==> config.mk <==
export PLATFORM = sky130hd
export DESIGN_NAME = itch_param_msg_decoder_flat
export DESIGN_NICKNAME = d
export VERILOG_FILES = /design/src/rtl/itch_param_msg_decoder_if.sv /design/src/rtl/itch_param_msg_decoder.sv /design/src/flat_wrapper.sv
export SDC_FILE = /design/constraint.sdc
export NUM_CORES = 1
export LEC_CHECK = 0
export CORE_ASPECT_RATIO = 1.75
export CORE_UTILIZATION = 40
export DETAILED_ROUTE_END_ITERATION = 6
export GPL_TIMING_DRIVEN = 0
export MAX_ROUTING_LAYER = met4
export PLACE_DENSITY = 0.63
export SLEW_MARGIN = 20
export SYNTH_ARGS = -nofsm -noshare
export SYNTH_HDL_FRONTEND = slang
export SYNTH_SLANG_ARGS = --single-unit
export TNS_END_PERCENT = 5
==> constraint.sdc <==
create_clock -name clk -period 2.31 [get_ports clk]
set_input_delay 0.231 -clock clk [delete_from_list [all_inputs] [get_ports clk]]
set_output_delay 0.231 -clock clk [all_outputs]
set_load 0.02 [all_outputs]
==> src/rtl/itch_param_msg_decoder_if.sv <==
// ----------------------------------------------------------------------------
// itch_param_msg_decoder_if
//   Bundles the raw byte stream, the output holding-register handshake and
//   the status/counter outputs of one itch_param_msg_decoder instance.
//
//   byte_in / valid_in   raw stream byte and its qualifier (source -> decoder)
//   out_ready            downstream accepts out_payload this cycle
//   out_valid            holding register full
//   out_payload          message bytes 1..LEN-1, byte 1 in the MSBs
//   out_parsed_type      decoder's type code while out_valid, else 0
//   packet_invalid       one-cycle error pulse, qualified by err_code
//   err_code             01 SHORT, 10 LONG, 11 OVERFLOW
//   msg_count/drop_count saturating message counters
//
//   master: stream source and payload consumer.  slave: the decoder.
// ----------------------------------------------------------------------------
interface itch_param_msg_decoder_if #(
  parameter int MSG_LENGTH = 27
);
  logic [7:0]                  byte_in;
  logic                        valid_in;
  logic                        out_ready;
  logic                        out_valid;
  logic [8*(MSG_LENGTH-1)-1:0] out_payload;
  logic [3:0]                  out_parsed_type;
  logic                        packet_invalid;
  logic [1:0]                  err_code;
  logic [15:0]                 msg_count;
  logic [15:0]                 drop_count;

  modport master (
    output byte_in, valid_in, out_ready,
    input  out_valid, out_payload, out_parsed_type,
           packet_invalid, err_code, msg_count, drop_count
  );

  modport slave (
    input  byte_in, valid_in, out_ready,
    output out_valid, out_payload, out_parsed_type,
           packet_invalid, err_code, msg_count, drop_count
  );
endinterface

==> src/rtl/itch_param_msg_decoder.sv <==
// ----------------------------------------------------------------------------
// itch_param_msg_decoder
//   Speculative fixed-length ITCH message decoder.  Watches the shared raw
//   byte stream; when a burst starts with MSG_TYPE it captures bytes
//   1..MSG_LENGTH-1 into a shadow register and, once the message is known to
//   be well framed, commits it into an output ready/valid holding register.
//   Bursts of any other type are skipped until valid_in drops.
//
//   Ports
//     clk   clock, all logic on posedge
//     rst   synchronous active-high reset
//     bus   itch_param_msg_decoder_if.slave (stream in, holding reg out,
//           error pulse/code, saturating msg/drop counters)
//
//   Framing
//     BACK_TO_BACK=0: a message must be followed by a valid_in-low cycle;
//       commit happens on that gap cycle.  An extra valid byte with no gap
//       is a LONG error and the message is dropped.
//     BACK_TO_BACK=1: the byte after the last one is a new type byte; commit
//       happens in the cycle after the last byte.
// ----------------------------------------------------------------------------
module itch_param_msg_decoder #(
  parameter logic [7:0] MSG_TYPE     = 8'h55,
  parameter int         MSG_LENGTH   = 27,
  parameter logic [3:0] PARSED_TYPE  = 4'd4,
  parameter bit         BACK_TO_BACK = 1'b0
) (
  input  logic                     clk,
  input  logic                     rst,
  itch_param_msg_decoder_if.slave  bus
);

  localparam int PW = 8 * (MSG_LENGTH - 1);
  localparam int IW = $clog2(MSG_LENGTH + 1);

  // byte_index == LEN_IDX means "all bytes seen, waiting for the burst end".
  localparam logic [IW-1:0] LEN_IDX  = IW'(MSG_LENGTH);
  localparam logic [IW-1:0] LAST_IDX = IW'(MSG_LENGTH - 1);

  typedef enum logic [1:0] {
    IDLE    = 2'd0,
    CAPTURE = 2'd1,
    SKIP    = 2'd2
  } state_e;

  typedef enum logic [1:0] {
    ERR_NONE     = 2'b00,
    ERR_SHORT    = 2'b01,
    ERR_LONG     = 2'b10,
    ERR_OVERFLOW = 2'b11
  } err_e;

  function automatic logic [15:0] sat_inc(input logic [15:0] v);
    return (v == 16'hFFFF) ? v : v + 16'd1;
  endfunction

  state_e          state_q,       state_d;
  logic [IW-1:0]   idx_q,         idx_d;
  logic [PW-1:0]   shadow_q,      shadow_d;
  logic            commit_pend_q, commit_pend_d;
  logic            out_valid_q,   out_valid_d;
  logic [PW-1:0]   payload_q,     payload_d;
  err_e            err_q,         err_d;
  logic [15:0]     msg_cnt_q,     msg_cnt_d;
  logic [15:0]     drop_cnt_q,    drop_cnt_d;

  err_e            fsm_err;
  logic            gap_commit;
  logic            commit;

  // --------------------------------------------------------------------------
  // Framing FSM and shadow capture
  // --------------------------------------------------------------------------
  always_comb begin
    // NOTE: every signal gets a default before the case so no path can leave
    // it unassigned; otherwise synthesis infers a latch.
    state_d       = state_q;
    idx_d         = idx_q;
    shadow_d      = shadow_q;
    commit_pend_d = 1'b0;
    gap_commit    = 1'b0;
    fsm_err       = ERR_NONE;

    unique case (state_q)
      IDLE: begin
        if (bus.valid_in) begin
          if (bus.byte_in == MSG_TYPE) begin
            state_d = CAPTURE;
            idx_d   = IW'(1);
          end else begin
            state_d = SKIP;
          end
        end
      end

      CAPTURE: begin
        if (bus.valid_in) begin
          if (idx_q == LEN_IDX) begin
            // Burst ran past the message with no gap: drop the whole thing.
            fsm_err = ERR_LONG;
            state_d = SKIP;
            idx_d   = '0;
          end else begin
            for (int k = 1; k < MSG_LENGTH; k++) begin
              if (idx_q == IW'(k)) shadow_d[PW-8*k +: 8] = bus.byte_in;
            end
            idx_d = idx_q + IW'(1);
            if (BACK_TO_BACK && idx_q == LAST_IDX) begin
              commit_pend_d = 1'b1;
              state_d       = IDLE;
              idx_d         = '0;
            end
          end
        end else begin
          state_d = IDLE;
          idx_d   = '0;
          if (idx_q == LEN_IDX) gap_commit = 1'b1;
          else                  fsm_err    = ERR_SHORT;
        end
      end

      SKIP: begin
        if (!bus.valid_in) state_d = IDLE;
      end

      default: begin
        state_d = IDLE;
        idx_d   = '0;
      end
    endcase
  end

  // Both framing modes commit from a complete shadow; the FSM never writes
  // the shadow in the commit cycle, so no bypass is needed.
  assign commit = BACK_TO_BACK ? commit_pend_q : gap_commit;

  // --------------------------------------------------------------------------
  // Holding register, error reporting, counters
  // --------------------------------------------------------------------------
  always_comb begin
    out_valid_d = out_valid_q;
    payload_d   = payload_q;
    msg_cnt_d   = msg_cnt_q;
    drop_cnt_d  = drop_cnt_q;
    err_d       = fsm_err;

    if (commit) begin
      if (out_valid_q && !bus.out_ready) begin
        // Old message still unconsumed: the new one is lost, old one kept.
        err_d = ERR_OVERFLOW;
      end else begin
        out_valid_d = 1'b1;
        payload_d   = shadow_q;
        msg_cnt_d   = sat_inc(msg_cnt_q);
      end
    end else if (out_valid_q && bus.out_ready) begin
      out_valid_d = 1'b0;
    end

    // The FSM and the commit path are mutually exclusive in time, so at
    // most one error source is active in any cycle.
    if (err_d != ERR_NONE) drop_cnt_d = sat_inc(drop_cnt_q);
  end

  always_ff @(posedge clk) begin
    // NOTE: sequential state uses non-blocking assignments so every flop
    // samples the pre-edge values regardless of statement order.
    if (rst) begin
      state_q       <= IDLE;
      idx_q         <= '0;
      commit_pend_q <= 1'b0;
      out_valid_q   <= 1'b0;
      payload_q     <= '0;
      err_q         <= ERR_NONE;
      msg_cnt_q     <= '0;
      drop_cnt_q    <= '0;
    end else begin
      state_q       <= state_d;
      idx_q         <= idx_d;
      commit_pend_q <= commit_pend_d;
      out_valid_q   <= out_valid_d;
      payload_q     <= payload_d;
      err_q         <= err_d;
      msg_cnt_q     <= msg_cnt_d;
      drop_cnt_q    <= drop_cnt_d;
    end
  end

  // NOTE: the shadow is a data-only register; it is never observable until
  // a full message overwrites every slot, so it carries no reset.
  always_ff @(posedge clk) begin
    shadow_q <= shadow_d;
  end

  assign bus.out_valid       = out_valid_q;
  assign bus.out_payload     = payload_q;
  assign bus.out_parsed_type = out_valid_q ? PARSED_TYPE : 4'd0;
  assign bus.packet_invalid  = (err_q != ERR_NONE);
  assign bus.err_code        = err_q;
  assign bus.msg_count       = msg_cnt_q;
  assign bus.drop_count      = drop_cnt_q;

endmodule

==> src/flat_wrapper.sv <==
// flat-port wrapper written by rule: the top's interface ports become plain ports
module itch_param_msg_decoder_flat 
#(
  parameter logic [7:0] MSG_TYPE     = 8'h55,
  parameter int         MSG_LENGTH   = 27,
  parameter logic [3:0] PARSED_TYPE  = 4'd4,
  parameter bit         BACK_TO_BACK = 1'b0
)
  (clk, rst, bus_byte_in, bus_valid_in, bus_out_ready, bus_out_valid, bus_out_payload, bus_out_parsed_type, bus_packet_invalid, bus_err_code, bus_msg_count, bus_drop_count);
  itch_param_msg_decoder_if #(.MSG_LENGTH(MSG_LENGTH)) bus_i ();
  input  logic clk;
  input  logic rst;
  input wire logic [$bits(bus_i.byte_in)-1:0] bus_byte_in;
  input wire logic [$bits(bus_i.valid_in)-1:0] bus_valid_in;
  input wire logic [$bits(bus_i.out_ready)-1:0] bus_out_ready;
  output wire logic [$bits(bus_i.out_valid)-1:0] bus_out_valid;
  output wire logic [$bits(bus_i.out_payload)-1:0] bus_out_payload;
  output wire logic [$bits(bus_i.out_parsed_type)-1:0] bus_out_parsed_type;
  output wire logic [$bits(bus_i.packet_invalid)-1:0] bus_packet_invalid;
  output wire logic [$bits(bus_i.err_code)-1:0] bus_err_code;
  output wire logic [$bits(bus_i.msg_count)-1:0] bus_msg_count;
  output wire logic [$bits(bus_i.drop_count)-1:0] bus_drop_count;
  assign bus_i.byte_in = bus_byte_in;
  assign bus_i.valid_in = bus_valid_in;
  assign bus_i.out_ready = bus_out_ready;
  assign bus_out_valid = bus_i.out_valid;
  assign bus_out_payload = bus_i.out_payload;
  assign bus_out_parsed_type = bus_i.out_parsed_type;
  assign bus_packet_invalid = bus_i.packet_invalid;
  assign bus_err_code = bus_i.err_code;
  assign bus_msg_count = bus_i.msg_count;
  assign bus_drop_count = bus_i.drop_count;
  itch_param_msg_decoder #(.MSG_TYPE(MSG_TYPE), .MSG_LENGTH(MSG_LENGTH), .PARSED_TYPE(PARSED_TYPE), .BACK_TO_BACK(BACK_TO_BACK)) u_core (.clk(clk), .rst(rst), .bus(bus_i));
endmodule
==> results.md, run 1 <==
- Fmax: 0.429 GHz
- Post-synth EDFFs: between 200 and 250
- Total GRT Usage: 0.213
- Die ar.: 0.0401 mm2
- Final critical path time including I/O delays and setup: 2.33 ns
- Vias in the first global route: 10900
- Worst-path maximum fanout: 10
- Final wirelength: approximately 43000 um
- R2R Setup Slk: -0.02 ns
- Sequential area share after synthesis: 0.716
- CP Capture Type: flop
- Largest family of logic cells by synthesized area: simple AND/OR/NAND/NOR gates
- DP HPWL: 29900 um
- H-tree depth: 2
- Max Buffers Root-to-Sink: 3
- Synth Area in Compound Gates: 0.0846
- WL/cell: 18.9 um
- Clock transition at path regs: 0.06 ns
- Critical path data required time: around 2.7 ns
- Power, Total: between 0.015 and 0.02 W
- Final period utilization: 1.01
- Via Count: around 11000
- I/O pins: 260
- Peak supply drop: 0.000617 V
- Violated checks: setup timing
- Critical path startpoint category: flop
- Initial core utilization: 0.408
- Synth Flop Type: dfxtp_1
- Total Nets Final: 1754
- Final hold slack: 0.0312 ns
- Die H: roughly 260 um
- Worst Hold Path Cells: 1
- # DRC: 0
- Synth Area in Adders: 0.00557
- DRT antenna net count: 0
- Hold path endpoint: u_core.shadow_q[177]$_DFFE_PP_
- Largest net degree at the start of global routing: 25
- Hold Crit Start: bus_byte_in[1]
- Slew HR: 0.423
- Final Hold Fails: 0
- Core ar.: approximately 0.039 mm2
- Area growth, synth to finish: 31.7%
- Status: complete, but fails checks
- Post-synthesis mux area share: 0.00199
- Simple-gate portion of the synthesized area: 0.161
- Via density: roughly 5
- Layout cells sized above 1: 0.0939
- Number of unique standard cell types used by synthesis: 51
- Initial antenna violation count: 0
- First-pass GRT wire length: 63400 um
- Synth warn: 0
- Rows: 95
- Setup violations, final: 1
- Reg-to-reg startpoint: u_core.idx_q[0]$_SDFFE_PP0P_
- Ant. Diodes: 0
- Die W: 152 um
- Clock Skews: 0.0150 ns
- Drt first pass iters: 5
- Post-Syn Instances: between 1000 and 1500
- Clock sink total: 458
- Worst R2R Path Depth: 8
- Max-cap violations: 0
- #FFs+latches synth: 458
- Worst setup margin: -0.0208 ns
- Gp weighted congestion: roughly 0.84
- Global route overflow: 0
- RSZ-0062 raised after global routing: yes
- Reg2Reg Capture Point: u_core.bus.msg_count[6]$_SDFFE_PP0P_
- Syn Area/Cell: about 11 um2
- Ys async rst share: 0
- Total negative setup slack: -0.0208 ns
- DRT iter0 DRCs: 471
- Clk_lat worst skew: between 0.5 and 0.6 ns
- CTS tree: yes
- HP Class: in2reg
- Worst path arrival time: 2.74 ns
- Crit path kind: reg2reg
- Port Buffers: 255
- Static Leak: 6.64 nW
- Fin. max-slew vios: 0
- Tightest Pin Transition: 0.865 ns
- PwrDens: 752 mW/mm2
- Number of CTS-inserted buffers: 41
- Netlist Area Pre-Place: approximately 0.016 mm2
- Post-synthesis xor/xnor area fraction: 0.00613
- CTS root buffer: clkbuf_16
[cell usage after synthesis, types with 5 or more instances]
cell type | instances | area, um2
nand2_1 | 431 | 1620
dfxtp_1 | 250 | 5000
a21oi_1 | 231 | 1160
edfxtp_1 | 208 | 6250
clkbuf_1 | 64 | 240
nor2_1 | 42 | 158
buf_2 | 16 | 80.1
nand4_1 | 15 | 93.8
and2_1 | 14 | 87.6
nand3_1 | 14 | 70.1
or3_1 | 13 | 81.3
o21ai_0 | 12 | 60.1
nor3_1 | 11 | 55.1
nand2b_1 | 8 | 50.1
ha_1 | 7 | 87.6
nor2b_1 | 7 | 43.8
and3_1 | 6 | 37.5
xnor2_1 | 6 | 52.6
xor2_1 | 5 | 43.8
[worst max-delay path, cell delays in order (launching register included)]
cell      delay, ns
dfxtp_4        0.38
ha_4           0.16
nand4b_1       0.20
buf_6          0.20
or4_4          0.54
buf_8          0.17
buf_2          0.20
nor4b_4        0.28
nor3_1         0.07
[registers in the layout, summed over array words and instances (netlist names)]
register                cells
u_core.state_q              2
u_core.bus.out_payload    208
u_core.shadow_q           208
u_core.bus.out_valid        1
u_core.bus.drop_count      16
u_core.bus.err_code         2
u_core.bus.msg_count       16
u_core.idx_q                5
[worst max-delay path by stage]
stage	startpoint	depth (start not counted)	slack [ns]	end
floorplan	u_core.idx_q[0]$_SDFFE_PP0P_	8	0.08	u_core.bus.msg_count[6]$_SDFFE_PP0P_
global placement	bus_byte_in[7]	6	-1.19	u_core.idx_q[3]$_SDFFE_PP0P_
detailed placement	u_core.idx_q[0]$_SDFFE_PP0P_	9	-0.62	u_core.bus.out_payload[2]$_SDFFE_PP0P_
CTS	u_core.idx_q[0]$_SDFFE_PP0P_	8	-0.002	u_core.bus.msg_count[6]$_SDFFE_PP0P_
global route	u_core.state_q[0]$_SDFFE_PP0P_	5	-0.10	u_core.shadow_q[98]$_DFFE_PP_
finish	u_core.idx_q[0]$_SDFFE_PP0P_	8	-0.02	u_core.bus.msg_count[6]$_SDFFE_PP0P_
[placed cells by master (no fill, tap or decap), types with 6 or more instances in the layout]
| cell | n |
|---|---|
| a21oi_1 | 231 |
| and2_1 | 11 |
| and3_1 | 6 |
| buf_12 | 7 |
| buf_2 | 26 |
| buf_4 | 17 |
| clkbuf_1 | 44 |
| clkbuf_16 | 44 |
| clkbuf_2 | 9 |
| clkbuf_4 | 7 |
| clkbuf_8 | 9 |
| clkdlybuf4s50_1 | 247 |
| clkinv_2 | 7 |
| dfxtp_1 | 248 |
| edfxtp_1 | 208 |
| ha_1 | 6 |
| nand2_1 | 431 |
| nand2b_1 | 8 |
| nand3_1 | 14 |
| nand4_1 | 15 |
| nor2_1 | 33 |
| nor2_2 | 9 |
| nor2b_1 | 7 |
| nor3_1 | 8 |
| o21ai_0 | 11 |
| or3_1 | 13 |
| xnor2_1 | 6 |
[area by class of cell]
type                    count  area (um2)
plain buffers              87         482
clock buffers              61        1250
clock inverters            15         106
fillers                  3401       17800
inverters                   4        15.0
multi-input cells         870        4180
flip-flops and latches    458       11300
well taps                 485         607
repair buffers            273        2790
[kinds of logic (layout without fill, tap and decap cells)]
kind of cell / after synthesis / after routing
compound gates: 258 / 258
xor+xnor: 11 / 11
fa+ha+maj: 7 / 7
buf+inv: 92 / 440
flops: 458 / 458
mux: 3 / 3
other cells: 1 / 3
simple gates: 588 / 588
[per-layer routing]
metal	vias up	part of all wire	global-route usage
li1	5479	-	-
met4	0	0.031	0.0738
met1	5455	0.37	0.211
met5	-	0	-
met3	65	0.041	0.0371
met2	236	0.56	0.411
[metrics by stage]
stage | cells | cell area (um2) | setup slack [ns] | util
4_1_cts | 2248 | 20600 | -0.00163 | 0.534
6_report | 2253 | 20700 | -0.0208 | 0.537
3_5_place_dp | 2169 | 19000 | -0.623 | 0.495
5_1_grt | 2253 | 20700 | -0.104 | 0.537
2_1_floorplan | 1420 | 15700 | 0.0842 | -
3_3_place_gp | 2160 | 18900 | -1.19 | 0.490
[power by group]
part / switching, W / leakage (nW) / internal [W]
Clock: 0.00295 / 0.677 / 0.00389
Sequential: 0.000000868 / 3.88 / 0.00845
Combinational: 0.000203 / 2.08 / 0.0000592
Total: 0.00315 / 6.64 / 0.0124
[what timing repair did]
| item | 4_1_cts | 5_1_grt |
|---|---|---|
| pin swaps | 0 | 2 |
| endpoints found under the setup margin | 263 | 329 |
| hold buffers | 1 | 0 |
| hold endpoints to repair | 3 | 0 |
| setup buffers | 2 | 4 |
| gates resized for setup | 48 | 56 |
| cloned | 0 | 2 |
(Power assumes the default switching activity.)
==> run 2, diff against run 1 <==
--- a/config.mk
+++ b/config.mk
@@ -5,6 +5,7 @@
 export SDC_FILE = /design/constraint.sdc
 export NUM_CORES = 1
 export LEC_CHECK = 0
+export CAP_MARGIN = 20
 export CORE_ASPECT_RATIO = 1.75
 export CORE_UTILIZATION = 40
 export DETAILED_ROUTE_END_ITERATION = 6
==> constraint.sdc (replaced) <==
create_clock -name clk -period 2 [get_ports clk]
set_input_delay 0.2 -clock clk [delete_from_list [all_inputs] [get_ports clk]]
set_output_delay 0.2 -clock clk [all_outputs]
set_load 0.02 [all_outputs]
==> results.md, run 2 (synthesis results as in run 1) <==
- Seq pwr share: 0.539 (was 0.544)
- Initial antenna violation count: 0 (unchanged)
- Clock sink total: 458 (unchanged)
- Final hold slack: 0.0484 ns (was 0.0312 ns)
- CP Buf/Inv Count: 3 (unchanged)
- H-tree depth: 2 (unchanged)
- I/O pins: 260 (unchanged)
- R2R Setup Slk: -0.19 ns (was -0.02 ns)
- Fmax: 0.456 GHz (was 0.429 GHz)
- Critical path startpoint category: flop (unchanged)
- Via Count: 11400 (was 11200)
- Tightest Pin Transition: 0.743 ns (was 0.865 ns)
- Switch Pwr: 0.00366 W (was 0.00315 W)
- CTS tree: yes (unchanged)
- Drt first pass iters: 5 (unchanged)
- Port Buffers: 255 (unchanged)
- Max-cap violations: 0 (unchanged)
- RSZ-0062 raised after global routing: yes (unchanged)
- Final critical path time including I/O delays and setup: 2.19 ns (was 2.33 ns)
- Global route overflow: 0 (unchanged)
- Critical path data required time: 2.41 ns (was 2.72 ns)
- # DRC: 0 (unchanged)
- Setup WS pre-CTS: -0.799 ns (was -0.623 ns)
- DP HPWL: 30100 um (was 29900 um)
- Power, Total: 0.0181 W (was 0.0156 W)
- Violated checks: setup timing (unchanged)
- CTS root buffer: clkbuf_16 (unchanged)
- Cell Int Power: 0.0144 W (was 0.0124 W)
- Worst R2R Path Depth: 9 (was 8)
- Initial core utilization: 0.408 (unchanged)
- Layout cells sized above 1: 0.153 (was 0.0939)
- Core ar.: 0.0385 mm2 (unchanged)
- DRT antenna net count: 0 (unchanged)
- Static Leak: 7.02 nW (was 6.64 nW)
- Clock power frac: 0.444 (was 0.440)
- Largest net degree at the start of global routing: 24 (was 25)
- Vias in the first global route: 11400 (was 10900)
- Area growth, synth to finish: 38.3% (was 31.7%)
- Gp weighted congestion: 0.818 (was 0.845)
- Die W: 152 um (unchanged)
- Worst setup margin: -0.195 ns (was -0.0208 ns)
- Reg2Reg Capture Point: u_core.bus.msg_count[4]$_SDFFE_PP0P_ (was u_core.bus.msg_count[6]$_SDFFE_PP0P_)
- Crit-path slowest cell: or4_4 (unchanged)
- Crit path from: u_core.idx_q[1]$_SDFFE_PP0P_ (was u_core.idx_q[0]$_SDFFE_PP0P_)
- Rows: 95 (unchanged)
- Final period utilization: 1.10 (was 1.01)
- Placed insts: 2169 (unchanged)
- CP Capture Type: flop (unchanged)
- Crit path to: u_core.bus.msg_count[4]$_SDFFE_PP0P_ (was u_core.bus.msg_count[6]$_SDFFE_PP0P_)
- Cells along the critical path: ha_4 > nand4b_1 > buf_6 > or4_4 > buf_12 > buf_4 > nor3_4 > xnor2_1 > nor2_1 (was ha_4 > nand4b_1 > buf_6 > or4_4 > buf_8 > buf_2 > nor4b_4 > nor3_1)
- Peak supply drop: 0.000712 V (was 0.000617 V)
- Sw Share: 0.202 (was 0.203)
- Reg-to-reg startpoint: u_core.idx_q[1]$_SDFFE_PP0P_ (was u_core.idx_q[0]$_SDFFE_PP0P_)
- Max Buffers Root-to-Sink: 3 (unchanged)
- Number of CTS-inserted buffers: 42 (was 41)
- PwrDens: 833 mW/mm2 (was 752 mW/mm2)
- Slowest stage delay, CP: 0.55 ns (was 0.54 ns)
- Clk_lat worst skew: 0.55 ns (about the same)
- DRT iter0 DRCs: 534 (was 471)
- Top cell family by delay on the critical path: simple AND/OR/NAND/NOR gates (unchanged)
- Via density: 5.02 (was 4.99)
- Clock transition at path regs: 0.07 ns (was 0.06 ns)
- Non-Filler Instances: 2270 (was 2253)
- Fin. max-slew vios: 0 (unchanged)
- Most frequent cells in the layout: nand2_1 (395), clkdlybuf4s50_1 (247), dfxtp_1 (245), a21oi_1 (213), edfxtp_1 (208) (was nand2_1 (431), dfxtp_1 (248), clkdlybuf4s50_1 (247), a21oi_1 (231), edfxtp_1 (208))
- HP Class: in2reg (unchanged)
- Slew HR: 0.505 (was 0.423)
- Clock Skews: 0.0143 ns (was 0.0150 ns)
- Die H: 264 um (unchanged)
- Setup violations, final: 315 (was 1)
- Combinational share of power: 0.017 (about the same)
- Worst path arrival time: 2.61 ns (was 2.74 ns)
- Final Hold Fails: 0 (unchanged)
- Die ar.: 0.0401 mm2 (unchanged)
- Ant. Diodes: 0 (unchanged)
- Worst-path maximum fanout: 4 (was 10)
- First-pass GRT wire length: 65600 um (was 63400 um)
- Total GRT Usage: 0.220 (was 0.213)
- WL/cell: 19.0 um (was 18.9 um)
- Status: complete, but fails checks (unchanged)
- Final wirelength: 43100 um (was 42500 um)
- Total Nets Final: 1772 (was 1754)
- Critical path depth: 9 (was 8)
- Crit path kind: reg2reg (unchanged)
- Hold Crit Start: bus_byte_in[1] (unchanged)
- Commonest non-fill, non-tap cell in the layout: nand2_1 (unchanged)
[run 2: cell types whose count changed in the layout (fill, tap and decap cells not counted), sizes merged]
cell / previous run / this run
inv: 5 / 6
clkinvlp: 0 / 2
clkinv: 13 / 16
clkbuf: 113 / 102
bufinv: 1 / 4
buf: 60 / 79
[run 2: how the worst min path moves through the flow]
stage,to,cells after the start
2_1_floorplan,u_core.shadow_q[0]$_DFFE_PP_,0
3_3_place_gp,u_core.bus.out_payload[59]$_SDFFE_PP0P_,2
3_5_place_dp,u_core.bus.out_payload[197]$_SDFFE_PP0P_,2
4_1_cts,u_core.shadow_q[137]$_DFFE_PP_,1
5_1_grt,u_core.shadow_q[137]$_DFFE_PP_,1
6_report,u_core.shadow_q[137]$_DFFE_PP_,1
[run 2: layout make-up]
class	count	area (um2)
Multi-Input combinational cell	870	4600
Clock buffer	52	1150
Sequential cell	458	11300
Inverter	4	15.0
Clock inverter	24	226
Fill cell	3328	16800
Tap cell	485	607
Timing Repair Buffer	291	3030
Buffer	86	850
[run 2: timing repair]
| action | in CTS | in global routing |
|---|---|---|
| setup buffers | 12 | 8 |
| setup endpoints to repair | 380 | 451 |
| hold buffers | 1 | 0 |
| cloned | 7 | 0 |
| endpoints found under the hold margin | 4 | 0 |
| gates resized for setup | 163 | 112 |
| pin swaps | 59 | 15 |
[run 2: metal layers]
metal	vias up	GRT usage	wire, um
met5	-	-	0
met4	0	0.0895	1570
met3	85	0.0364	1970
met2	295	0.415	23900
met1	5503	0.223	15600
li1	5514	-	-
[run 2: per-stage QoR]
stage | instance area (um2) | util | TNS (ns)
floorplan | 15800 | - | -1.23
global placement | 19000 | 0.492 | -322.53
detailed placement | 19100 | 0.497 | -244.67
CTS | 21400 | 0.555 | -45.83
global route | 21700 | 0.564 | -66.69
finish | 21700 | 0.564 | -36.07
[run 2: power groups by stage]
stage               clock [W]  combinational (W)  sequential, W
finish                0.00803           0.000308        0.00977
CTS                   0.00819           0.000314        0.00977
global placement            0           0.000272        0.00999
global route          0.00855           0.000329        0.00976
floorplan                   0          0.0000856        0.00998
detailed placement          0           0.000309        0.00998
==> run 3, diff against run 2 <==
--- a/config.mk
+++ b/config.mk
@@ -5,7 +5,6 @@
 export SDC_FILE = /design/constraint.sdc
 export NUM_CORES = 1
 export LEC_CHECK = 0
-export CAP_MARGIN = 20
 export CORE_ASPECT_RATIO = 1.75
 export CORE_UTILIZATION = 40
 export DETAILED_ROUTE_END_ITERATION = 6
==> results of run 3 <==
No change in the layout: final DEF, timing and power equal those of run 2.
